==> src/rtl/mips_fetch_pkg.sv <==
// Shared types and constants for the MIPS instruction fetch stage.
package mips_fetch_pkg;

  localparam int          WORD_W         = 32;
  localparam logic [31:0] RESET_VECTOR   = 32'hBFC00000;
  localparam logic [31:0] HALT_ADDR      = 32'h00000000;
  localparam int          TIMEOUT_CYCLES = 64;

  typedef enum logic [2:0] {
    START,
    REQ,
    HOLD,
    CHECK,
    HALTED,
    FAULT
  } fetch_state_t;

  function automatic logic is_word_aligned(input logic [WORD_W-1:0] addr);
    return (addr[1:0] == 2'b00);
  endfunction

endpackage

==> src/rtl/fetch_wait_timer.sv <==
// Counts consecutive wait-stated bus cycles; saturates and flags expiry at TIMEOUT_CYCLES.
module fetch_wait_timer #(
  parameter int TIMEOUT_CYCLES = mips_fetch_pkg::TIMEOUT_CYCLES
) (
  input  logic clk,
  input  logic rst_n,
  input  logic i_clear,
  input  logic i_enable,
  output logic o_expired
);

  localparam int              CNT_W = $clog2(TIMEOUT_CYCLES + 1);
  localparam logic [CNT_W-1:0] LIMIT = CNT_W'(TIMEOUT_CYCLES);

  logic [CNT_W-1:0] r_count;

  always_ff @(posedge clk or negedge rst_n) begin
    if (!rst_n) begin
      r_count <= '0;
    end else if (i_clear) begin
      r_count <= '0;
    end else if (i_enable && !o_expired) begin
      r_count <= r_count + 1'b1;
    end
  end

  assign o_expired = (r_count == LIMIT);

endmodule

==> src/rtl/instr_fetch_unit.sv <==
// Fetch stage: PC register, single-outstanding instruction-memory read, output
// register towards decode, redirect handling, halt and fault detection.
module instr_fetch_unit
  import mips_fetch_pkg::*;
#(
  parameter logic [31:0] RESET_VECTOR   = mips_fetch_pkg::RESET_VECTOR,
  parameter logic [31:0] HALT_ADDR      = mips_fetch_pkg::HALT_ADDR,
  parameter int          TIMEOUT_CYCLES = mips_fetch_pkg::TIMEOUT_CYCLES
) (
  input  logic              clk,
  input  logic              rst_n,
  output logic [WORD_W-1:0] mem_address,
  output logic              mem_read,
  input  logic              mem_waitrequest,
  input  logic [WORD_W-1:0] mem_readdata,
  output logic              out_valid,
  input  logic              out_ready,
  output logic [WORD_W-1:0] out_instr,
  output logic [WORD_W-1:0] out_pc,
  input  logic              redirect_valid,
  input  logic [WORD_W-1:0] redirect_target,
  output logic              active,
  output logic              fault
);

  fetch_state_t      r_state;
  logic [WORD_W-1:0] r_pc;
  logic [WORD_W-1:0] r_mem_addr;
  logic              r_mem_read;
  logic              r_out_valid;
  logic [WORD_W-1:0] r_out_instr;
  logic [WORD_W-1:0] r_out_pc;
  logic              r_active;
  logic              r_fault;
  logic              r_pend_vld;
  logic [WORD_W-1:0] r_pend_tgt;

  fetch_state_t      w_state_nxt;
  logic [WORD_W-1:0] w_pc_nxt;
  logic [WORD_W-1:0] w_mem_addr_nxt;
  logic              w_mem_read_nxt;
  logic              w_out_valid_nxt;
  logic [WORD_W-1:0] w_out_instr_nxt;
  logic [WORD_W-1:0] w_out_pc_nxt;
  logic              w_active_nxt;
  logic              w_fault_nxt;
  logic              w_pend_vld_nxt;
  logic [WORD_W-1:0] w_pend_tgt_nxt;
  logic              w_tmr_clear;
  logic              w_tmr_en;
  logic              w_tmr_expired;

  fetch_wait_timer #(
    .TIMEOUT_CYCLES(TIMEOUT_CYCLES)
  ) u_wait_timer (
    .clk      (clk),
    .rst_n    (rst_n),
    .i_clear  (w_tmr_clear),
    .i_enable (w_tmr_en),
    .o_expired(w_tmr_expired)
  );

  always_ff @(posedge clk or negedge rst_n) begin
    if (!rst_n) begin
      r_state <= START;
    end else begin
      r_state <= w_state_nxt;
    end
  end

  always_comb begin
    w_state_nxt     = r_state;
    w_pc_nxt        = r_pc;
    w_mem_addr_nxt  = r_mem_addr;
    w_mem_read_nxt  = r_mem_read;
    w_out_valid_nxt = r_out_valid;
    w_out_instr_nxt = r_out_instr;
    w_out_pc_nxt    = r_out_pc;
    w_active_nxt    = r_active;
    w_fault_nxt     = r_fault;
    w_pend_vld_nxt  = r_pend_vld;
    w_pend_tgt_nxt  = r_pend_tgt;
    w_tmr_clear     = 1'b1;
    w_tmr_en        = 1'b0;

    case (r_state)
      START: begin
        w_state_nxt    = REQ;
        w_mem_read_nxt = 1'b1;
        w_mem_addr_nxt = r_pc;
      end

      REQ: begin
        w_tmr_clear = 1'b0;
        if (mem_waitrequest) begin
          if (w_tmr_expired) begin
            w_state_nxt    = FAULT;
            w_mem_read_nxt = 1'b0;
            w_active_nxt   = 1'b0;
            w_fault_nxt    = 1'b1;
          end else begin
            w_tmr_en = 1'b1;
            // The bus transfer cannot be abandoned, so remember where to go once it ends.
            if (redirect_valid) begin
              w_pend_vld_nxt = 1'b1;
              w_pend_tgt_nxt = redirect_target;
            end
          end
        end else begin
          w_tmr_clear    = 1'b1;
          w_mem_read_nxt = 1'b0;
          w_pend_vld_nxt = 1'b0;
          if (redirect_valid) begin
            w_pc_nxt    = redirect_target;
            w_state_nxt = CHECK;
          end else if (r_pend_vld) begin
            w_pc_nxt    = r_pend_tgt;
            w_state_nxt = CHECK;
          end else begin
            w_out_instr_nxt = mem_readdata;
            w_out_pc_nxt    = r_pc;
            w_out_valid_nxt = 1'b1;
            w_state_nxt     = HOLD;
          end
        end
      end

      HOLD: begin
        if (out_ready) begin
          w_out_valid_nxt = 1'b0;
          w_pc_nxt        = redirect_valid ? redirect_target : (r_out_pc + 32'd4);
          w_state_nxt     = CHECK;
        end else if (redirect_valid) begin
          w_out_valid_nxt = 1'b0;
          w_pc_nxt        = redirect_target;
          w_state_nxt     = CHECK;
        end
      end

      CHECK: begin
        // A redirect arriving here replaces the PC and is validated on the next cycle.
        if (redirect_valid) begin
          w_pc_nxt = redirect_target;
        end else if (r_pc == HALT_ADDR) begin
          w_state_nxt  = HALTED;
          w_active_nxt = 1'b0;
        end else if (!is_word_aligned(r_pc)) begin
          w_state_nxt  = FAULT;
          w_active_nxt = 1'b0;
          w_fault_nxt  = 1'b1;
        end else begin
          w_state_nxt    = REQ;
          w_mem_read_nxt = 1'b1;
          w_mem_addr_nxt = r_pc;
        end
      end

      HALTED: begin
        w_mem_read_nxt  = 1'b0;
        w_out_valid_nxt = 1'b0;
        w_active_nxt    = 1'b0;
      end

      FAULT: begin
        w_mem_read_nxt  = 1'b0;
        w_out_valid_nxt = 1'b0;
        w_active_nxt    = 1'b0;
        w_fault_nxt     = 1'b1;
      end

      default: begin
        w_state_nxt = START;
      end
    endcase
  end

  always_ff @(posedge clk or negedge rst_n) begin
    if (!rst_n) begin
      r_pc        <= RESET_VECTOR;
      r_mem_addr  <= RESET_VECTOR;
      r_mem_read  <= 1'b0;
      r_out_valid <= 1'b0;
      r_out_instr <= '0;
      r_out_pc    <= '0;
      r_active    <= 1'b1;
      r_fault     <= 1'b0;
      r_pend_vld  <= 1'b0;
      r_pend_tgt  <= '0;
    end else begin
      r_pc        <= w_pc_nxt;
      r_mem_addr  <= w_mem_addr_nxt;
      r_mem_read  <= w_mem_read_nxt;
      r_out_valid <= w_out_valid_nxt;
      r_out_instr <= w_out_instr_nxt;
      r_out_pc    <= w_out_pc_nxt;
      r_active    <= w_active_nxt;
      r_fault     <= w_fault_nxt;
      r_pend_vld  <= w_pend_vld_nxt;
      r_pend_tgt  <= w_pend_tgt_nxt;
    end
  end

  assign mem_address = r_mem_addr;
  assign mem_read    = r_mem_read;
  assign out_valid   = r_out_valid;
  assign out_instr   = r_out_instr;
  assign out_pc      = r_out_pc;
  assign active      = r_active;
  assign fault       = r_fault;

endmodule

==> config.mk <==
export PLATFORM = sky130hd
export DESIGN_NAME = instr_fetch_unit
export DESIGN_NICKNAME = d
export VERILOG_FILES = /design/src/rtl/mips_fetch_pkg.sv /design/src/rtl/fetch_wait_timer.sv /design/src/rtl/instr_fetch_unit.sv
export SDC_FILE = /design/constraint.sdc
export NUM_CORES = 1
export LEC_CHECK = 0
export CORE_MARGIN = 4
export CORE_UTILIZATION = 45
export CTS_CLUSTER_SIZE = 24
export DETAILED_ROUTE_END_ITERATION = 10
export PLACE_DENSITY = 0.74
export SLEW_MARGIN = 20
export SYNTH_ARGS = -nofsm -noshare
export SYNTH_HDL_FRONTEND = slang
export SYNTH_SLANG_ARGS = --single-unit
==> constraint.sdc <==
create_clock -name clk -period 1.85 [get_ports clk]
set_clock_uncertainty 0.1 [all_clocks]
set_input_delay 0.185 -clock clk [delete_from_list [all_inputs] [get_ports clk]]
set_output_delay 0.185 -clock clk [all_outputs]
set_load 0.005 [all_outputs]
Word-level counts from Yosys, hierarchy flattened
Cells that the tools add are included.

word-level totals
  bits in registers = 175
  bits of input ports = 69
  logic and storage cells = 117

operators by class
  add/subtract/negate cells = 2
  equal/unequal tests = 21
  mux-type cells = 54
  bitwise operators = 5
  reduce and logical (&&, ||, !) cells = 23

operator list
  cell                                                                      count
  32-bit two-way mux                                                        9
  32-bit one-hot mux with 3 select lines                                    1
  32-bit one-hot mux with 2 select lines                                    1
  32-bit by 3-bit adder with 32-bit output (second input constant)          1
  32-bit logical NOT                                                        1
  1-bit two-way mux                                                         29
  3-bit two-way mux                                                         7
  2-bit inequality test (second input constant)                             9
  4-bit AND reduction                                                       4
  3-bit one-hot mux with 5 select lines                                     1
  5-bit AND reduction                                                       3
  7-bit two-way mux                                                         2
  3-bit nonzero test                                                        4
  3-bit inequality test (second input constant)                             3
  1-bit one-hot mux with 3 select lines                                     3
  7-bit by 1-bit adder with 7-bit output (second input constant)            1
  7-bit == test (second input constant)                                     1
  3-bit by 2-bit == test with 1-bit output (second input constant)          2
  3-bit == test (second input constant)                                     2
  3-bit AND reduction                                                       2
  6-bit AND reduction                                                       1
  1-bit inverter                                                            5
  2-bit by 1-bit inequality test with 1-bit output (second input constant)  2
  1-bit one-hot mux with 4 select lines                                     1
  9 further kinds                                                           10

Depth between registers and ports, before layout
Gate-level depths: netlist of the first run.

  depth after elaboration = 7
  depth in mapped cells = 8
  gate-level depth less buffers = 7

Cells and area by module
Synthesis of the first run repeated with hierarchy kept, for this count alone.

unflattened totals
  cell total of the unflattened synthesis = 710
  area, all modules = 8481.9 µm²

modules (own cells, without submodules)
  module            instances  cells an instance  area an instance (µm²)
  instr_fetch_unit  1          664                8044.0
  fetch_wait_timer  1          46                 437.9

Worst setup path before layout of the first run
No wires, ideal clock.

  path kind = register to register
  start = reg r_out_pc[2], in the netlist out_pc[2]
  end = reg r_pc[20]
  setup time = 65 ps
  arrival = 1858 ps
  data required time = 1685 ps
  setup slack = -173 ps
  stages on the path, launching flop included = 8
  buffers on the path = 0
  cells stage by stage = dfrtp_1 -> ha_1 -> nand3_1 -> nor4_1 -> nand3_1 -> xor2_1 -> o221ai_1 -> o211a_1

between the ends
  word-level cells in the longest chain between the ends = 4

ends and longest elaborated chain
  item                                      line                     RTL
  from (decl)                               instr_fetch_unit.sv:32   logic [WORD_W-1:0] r_out_pc;
  from (signal assigned)                    instr_fetch_unit.sv:195  r_out_pc <= w_out_pc_nxt;
  32-bit by 3-bit adder with 32-bit output  instr_fetch_unit.sv:131  w_pc_nxt = redirect_valid ? redirect_target : (r_out_pc + 32'd4);
  32-bit two-way mux                        instr_fetch_unit.sv:131
  32-bit two-way mux                        instr_fetch_unit.sv:129  if (out_ready) begin
  32-bit one-hot mux with 3 select lines    instr_fetch_unit.sv:86   case (r_state)
  to (signal assigned)                      instr_fetch_unit.sv:190  r_pc <= w_pc_nxt;
  to (decl)                                 instr_fetch_unit.sv:27   logic [WORD_W-1:0] r_pc;

Every way passes these cells.
A chain may end at the register's enable or synchronous reset.

Worst setup path after layout of the first run
  start = reg r_pc[18]
  end = reg r_mem_addr[30], in the netlist mem_address[30]

between the ends
  word-level cells in the longest chain between the ends = 3

ends and longest elaborated chain
  item                                    line                     RTL
  32-bit logical NOT                      instr_fetch_unit.sv:144  end else if (r_pc == HALT_ADDR) begin
  2-bit inequality test (no source line)  -
  4-bit AND reduction (no source line)    -
  to (signal assigned)                    instr_fetch_unit.sv:191  r_mem_addr <= w_mem_addr_nxt;
  to (decl)                               instr_fetch_unit.sv:28   logic [WORD_W-1:0] r_mem_addr;

Every way passes these cells.

==> flow_summary_export.csv, run 1 <==
group,metric,value,unit
run_status,status,"finished, violations left",
run_status,violations,"negative setup slack",
pwr,peakVddDrop,0.000656,V
critical_path,r2r_end,"mem_address[30]$_DFFE_PN0P_",
critical_path,crit_type,"reg -> reg",
timing,slew_headroom,0.682,
floorplan,start_util,0.460,
detailed_routing,drc,0,
pwr,p_int,0.00628,W
layout,drive_gt1_frac,0.404,
timing,finalMaxSlewViolations,0,
floorplan,core,18000,µm²
layout,final_cell_count_no_fill,1251,
floorplan,rows,49,
flow_run,max-cap-violations,0,
critical_path,cp_cell_sequence,"nor4_2 -> buf_4 -> nand4_1 -> o211ai_1 -> o21ai_2 -> buf_6 -> mux2_2",
detailed_routing,ant_nets,0,
critical_path,crit_required,2.07,ns
cts,cts_tree,"built",
cts,cts_sinks,175,
place,place.gp.congestion,0.880,
critical_path,cp-startpoint,"r_pc[18]$_DFFE_PN0P_",
place,place_ws,-0.335,ns
place,dp.cells,1204,
cts,numCtsBuffers,17,
logic_synthesis,synthTopCellsByArea,"dfrtp_1 47%, mux2_2 13%, dfstp_2 6.0%",
critical_path,rrSetupSlack,-0.27,ns
floorplan,die_x,144,µm
detailed_routing,via_per_inst,5.79,
pwr,p_leak,5.80,nW
layout,fillers,1285,
pwr,seqPwrFrac,0.480,
floorplan,io_pins,169,
critical_path,arrival,2.34,ns
timing,fmax,471,MHz
logic_synthesis,synth_top_cell_by_area,"dfrtp_1",
cts,clk_pin_slew,0.07,ns
pwr,combPwrFrac,0.074,
timing,worst_slack,-0.273,ns
pwr,p_sw,0.00189,W
place,port_buffers,168,
logic_synthesis,ys_warn_count,0,
logic_synthesis,synth_nets,776,
logic_synthesis,yosysSeqAreaShare,0.531,
detailed_routing,dr.pass1.iters,5,
layout,seqCellArea,4400,µm²
critical_path,r2r_cells,7,
critical_path,crit_path_end_kind,"register",
logic_synthesis,ys_seq_elements,175,
grt,grt_use_total,0.240,
timing,rsz0062_at_grt,"true",
grt,grt-ovfl-total,0,
cts,clk_latency,0.43,ns
timing,hold_viol,0,
floorplan,dieArea,20700,µm²
logic_synthesis,synthesis.area,8290,µm²
pwr,p_per_area,646,nW/µm²
layout,syn_to_final_growth,52.5,%
layout,n_antenna_cell,0,
pwr,switching_share,0.231,
place,dp_hpwl,17100,µm
timing,setup_viol,74,
cts,root_buffer,"clkbuf_16",
logic_synthesis,synthCells,704,
floorplan,die_h,144,µm
layout,layout.nets,1081,
layout,multi_input_area,4110,µm²
detailed_routing,drt_iter0_drc,658,
logic_synthesis,postSynthAreaPerCell,11.8,µm²
grt,antenna_found_initial,0,
pwr,clkPwrFrac,0.446,
critical_path,slowest_stage,"dfrtp_1",
detailed_routing,wirelength,25700,µm
logic_synthesis,synth_async_sr_flop_share,1.00,
logic_synthesis,synth_flop_cell,"dfrtp_1",
cts,cts_max_path_buffers,2,
detailed_routing,vias,7239,
timing,tightestPinTransition,0.476,ns
timing,min_period,2.12,ns
critical_path,r2r_start,"r_pc[18]$_DFFE_PN0P_",
grt,grt_pass1_vias,7340,
critical_path,worstPathMaxFanout,11,
detailed_routing,wl_per_cell,20.5,µm
critical_path,cp-start-kind,"register",
logic_synthesis,synth_edf_count,0,
logic_synthesis,yosys.area.top_type_share,0.471,
cts,htreeDepth,4,
critical_path,critPathMaxStageDelay,0.41,ns
grt,grt_pass1_wl,38800,µm
grt,grt_max_degree,49,
logic_synthesis,synth_cell_types,56,
timing,period_share,1.15,
worst_hold_path,hold_path.class,"in -> async",
==> cells by family after synthesis <==
kind of cell,count (synthesis),share of synthesized area
AOI/OAI and AO/OA,151,0.122
DFF,175,0.531
xor gates and xnor gates,31,0.0328
and+or+nand+nor,162,0.0958
muxes,126,0.185
adders and majority gates,3,0.00453
buffers and inverters,56,0.0294
==> layout make-up <==
class | instances | area share
tap | 229 | 0.0227
inverter | 14 | 0.00416
sequential | 175 | 0.348
timing repair buffer | 328 | 0.253
multi-input combinational | 473 | 0.325
clock buffer | 20 | 0.0361
clock inverter | 12 | 0.0108
==> power groups by stage <==
stage / sequential (W) / combinational, W / clock, W
finish: 0.00392 / 0.000607 / 0.00365
global route: 0.00392 / 0.000655 / 0.00387
CTS: 0.00392 / 0.000588 / 0.00370
detailed placement: 0.00399 / 0.000576 / 0
global placement: 0.00398 / 0.000569 / 0
floorplan: 0.00400 / 0.000126 / 0
==> cells in the mapped netlist (9+ instances only) <==
library cell,count
o21ai_0,33
nor2_1,50
a21oi_1,31
mux2_4,30
nand2_1,34
mux2_2,96
dfstp_2,19
a221oi_1,12
buf_2,9
nor4_1,12
xnor2_1,23
inv_1,13
dfrtp_1,156
nand3_1,15
a22oi_1,18
clkbuf_1,27
o22ai_1,14
nor3_1,15
==> per-stage QoR <==
step	instance area (µm²)	util	power (W)	hold slack [ns]	setup TNS [ns]
6_report	12600	0.701	0.00817	0.175	-12.35
5_1_grt	12600	0.701	0.00845	0.230	-18.31
4_1_cts	12200	0.678	0.00820	0.192	-8.87
3_5_place_dp	11300	0.628	0.00456	0.0556	-37.80
3_3_place_gp	11300	0.628	0.00455	0.0540	-33.59
2_1_floorplan	8340	-	0.00412	-0.211	-4.15
==> worst max path at each step <==
stage	to	depth (start not counted)
detailed placement	mem_address[30]$_DFFE_PN0P_	7
global route	mem_address[19]$_DFFE_PN0P_	7
finish	mem_address[30]$_DFFE_PN0P_	7
global placement	mem_address[21]$_DFFE_PN0P_	7
floorplan	r_pend_tgt[10]$_DFFE_PN0P_	7
CTS	mem_address[19]$_DFFE_PN0P_	7
==> timing repair <==
action                     CTS  global route
pin swaps                   20            37
resized for setup           37            91
setup buffers                9             1
setup endpoints to repair   91           163
hold endpoints to repair   145             0
hold buffers                 1             0
cloned                       2             2
==> registers in the layout, summed over array words and instances, names as in the netlist <==
name                  flops
active                    1
fault                     1
mem_address              32
mem_read                  1
out_instr                32
out_pc                   32
out_valid                 1
r_pc                     32
r_pend_tgt               32
r_pend_vld                1
r_state                   3
u_wait_timer.r_count      7
==> critical path, delay by kind of cell (launching register included) <==
kind | cells | cell delay [ns]
AOI/OAI and AO/OA | 2 | 0.42
muxes | 1 | 0.27
buffers and inverters | 2 | 0.35
and+or+nand+nor | 2 | 0.45
DFF | 1 | 0.41
==> layer usage <==
layer / wire length [µm] / global-route usage
met1: 10500 / 0.319
met2: 12700 / 0.399
met3: 1830 / 0.0479
met4: 584 / 0.0743
met5: 0 / 0
==> placed cells by master, fill, tap and decap left out, types with 19 or more instances in the layout <==
master,n
nand2_1,29
a21oi_1,25
mux2_2,96
buf_4,120
buf_6,21
clkdlybuf4s50_1,165
o21ai_0,21
nor2_1,40
dfstp_2,19
mux2_4,30
dfrtp_1,156
No activity file was read; power rests on OpenSTA's default activity.
==> run 2, diff against run 1 <==
CTS_BUF_LIST = sky130_fd_sc_hd__clkbuf_8   (was not set)
==> run 2 against run 1 <==
  * The flow still finishes with violations (negative setup slack)
  * Largest power group unchanged
  * Setup slack better by 0.073 ns
  * Register-to-register slack better by 0.07 ns
  * Clock power is 25% lower
  * Non-clock buffer count is 4 higher
  * Global-route usage is 0.38 points lower
  * Critical endpoint is now r_pc[21]$_DFFE_PN0P_
  * First-iteration DRC count is 16% lower
  * Utilization is 0.93 points lower
  * Critical path depth is 1 higher
  * Worst hold slack worse by 0.049 ns
  * Largest cell class unchanged
  * Total power is 11% lower
  * Final area is 1.3% lower
==> flow_summary_export.csv, run 2 (synthesized netlist as in run 1, its figures left out) <==
group,metric,value,unit
run_status,status,"finished, violations left",
run_status,violations,"negative setup slack",
layout,drive_gt1_frac,0.404,
pwr,switching_share,0.245,
pwr,p_per_area,582,nW/µm²
grt,grt_use_total,0.236,
grt,grt-ovfl-total,0,
layout,n_antenna_cell,0,
grt,grt_pass1_vias,7252,
grt,grt_pass1_wl,38100,µm
floorplan,rows,49,
timing,fmax,488,MHz
detailed_routing,ant_nets,0,
floorplan,io_pins,169,
critical_path,crit_path_end_kind,"register",
layout,design_area,12500,µm²
timing,tightestPinTransition,0.484,ns
cts,cts_sinks,175,
timing,min_period,2.05,ns
detailed_routing,wl_per_cell,19.9,µm
detailed_routing,via_per_inst,5.69,
timing,period_share,1.11,
place,dp_hpwl,17100,µm
floorplan,die_h,144,µm
critical_path,worstPathMaxFanout,4,
timing,hold_viol,0,
layout,layout.nets,1085,
detailed_routing,drc,0,
worst_hold_path,hold_path.class,"in -> async",
cts,clk_latency,0.48,ns
layout,final_cell_mix,"161 x clkdlybuf4s50_1, 155 x dfrtp_1, 123 x buf_4",
detailed_routing,vias,7137,
timing,hold_ws,0.126,ns
layout,layout.cells.most_common,"clkdlybuf4s50_1",
cts,cts_tree,"built",
place,place_area,11300,µm²
pwr,seqPwrFrac,0.539,
critical_path,r2r_cells,8,
cts,numCtsBuffers,17,
cts,htreeDepth,4,
timing,worst_slack,-0.200,ns
place,port_buffers,168,
layout,fillers,1313,
layout,syn_to_final_growth,50.5,%
floorplan,die_x,144,µm
critical_path,crit_type,"reg -> reg",
detailed_routing,wirelength,24900,µm
timing,rsz0062_at_grt,"true",
timing,finalMaxSlewViolations,0,
critical_path,cp-start-kind,"register",
pwr,p_int,0.00548,W
floorplan,start_util,0.460,
critical_path,arrival,2.37,ns
layout,final_util,0.692,
pwr,p_sw,0.00178,W
pwr,peakVddDrop,0.000413,V
floorplan,dieArea,20700,µm²
grt,grt_max_degree,49,
cts,clk_pin_slew,0.10,ns
grt,antenna_found_initial,0,
cts,cts_max_path_buffers,2,
detailed_routing,drt_iter0_drc,552,
cts,root_buffer,"clkbuf_8",
pwr,p_leak,5.82,nW
pwr,combPwrFrac,0.083,
place,place.gp.congestion,0.880,
timing,setup_viol,84,
flow_run,max-cap-violations,0,
detailed_routing,dr.pass1.iters,7,
critical_path,crit_required,2.17,ns
pwr,clkPwrFrac,0.378,
floorplan,core,18000,µm²
timing,slew_headroom,0.677,
run 2: metrics by stage:
step                      setup TNS [ns]  setup slack [ns]  power, W  instances
after CTS                          -9.18            -0.181   0.00730       1247
after global routing              -18.32            -0.305   0.00754       1255
after global placement            -33.59            -0.292   0.00455       1204
final                             -10.00            -0.200   0.00726       1255
after detailed placement          -37.80            -0.335   0.00456       1204
after floorplan                    -4.15            -0.138   0.00412        704
run 2: worst paths after layout:
path / slack (ns) / end / start
worst max-delay path: -0.20 / r_pc[21]$_DFFE_PN0P_ / out_pc[10]$_DFFE_PN0P_
worst min-delay path: 0.13 / u_wait_timer.r_count[0]$_DFFE_PN0P_ / rst_n
worst max register to register: -0.20 / r_pc[21]$_DFFE_PN0P_ / out_pc[10]$_DFFE_PN0P_
worst min register to register: 0.38 / fault$_DFFE_PN0P_ / fault$_DFFE_PN0P_
max in group asynchronous: 0.88 / out_instr[5]$_DFFE_PN0P_ / rst_n
min in group clk: 0.21 / out_instr[14]$_DFFE_PN0P_ / mem_readdata[14]
run 2: repair_timing:
action	CTS	global route
setup endpoints to repair	91	169
buffers inserted	8	10
hold buffers	1	0
gates resized for setup	36	95
pin swaps	10	54
cloned	2	1
endpoints found under the hold margin	170	0
run 2: critical path, cell delays in order, from the launching register on:
cell and delay, ns:
dfrtp_1 0.38, nand4_1 0.22, buf_4 0.22, nor4_4 0.27, buf_4 0.19, nand4_1 0.11
xor2_1 0.16, o221ai_1 0.18, o211a_1 0.17
run 2: power groups by stage:
stage	registers, W	logic (W)	clock network, W
floorplan	0.00400	0.000126	0
global placement	0.00398	0.000569	0
detailed placement	0.00399	0.000576	0
CTS	0.00391	0.000586	0.00280
global route	0.00392	0.000651	0.00296
finish	0.00392	0.000600	0.00275
run 2: final cells by class:
class / instances / area [µm²] / share of cell area
timing repair buffer: 332 / 3220 / 0.258
inverter: 14 / 52.6 / 0.00421
sequential: 175 / 4400 / 0.353
clock inverter: 13 / 140 / 0.0112
tap: 229 / 287 / 0.0230
clock buffer: 19 / 262 / 0.0210
multi-input combinational: 473 / 4110 / 0.329
run 2: routing by layer:
layer,part of all wire,up-vias,track usage
met4,0.021,0,0.0798
li1,-,3202,-
met1,0.42,3595,0.321
met2,0.49,292,0.380
met5,0,-,0
met3,0.067,48,0.0489
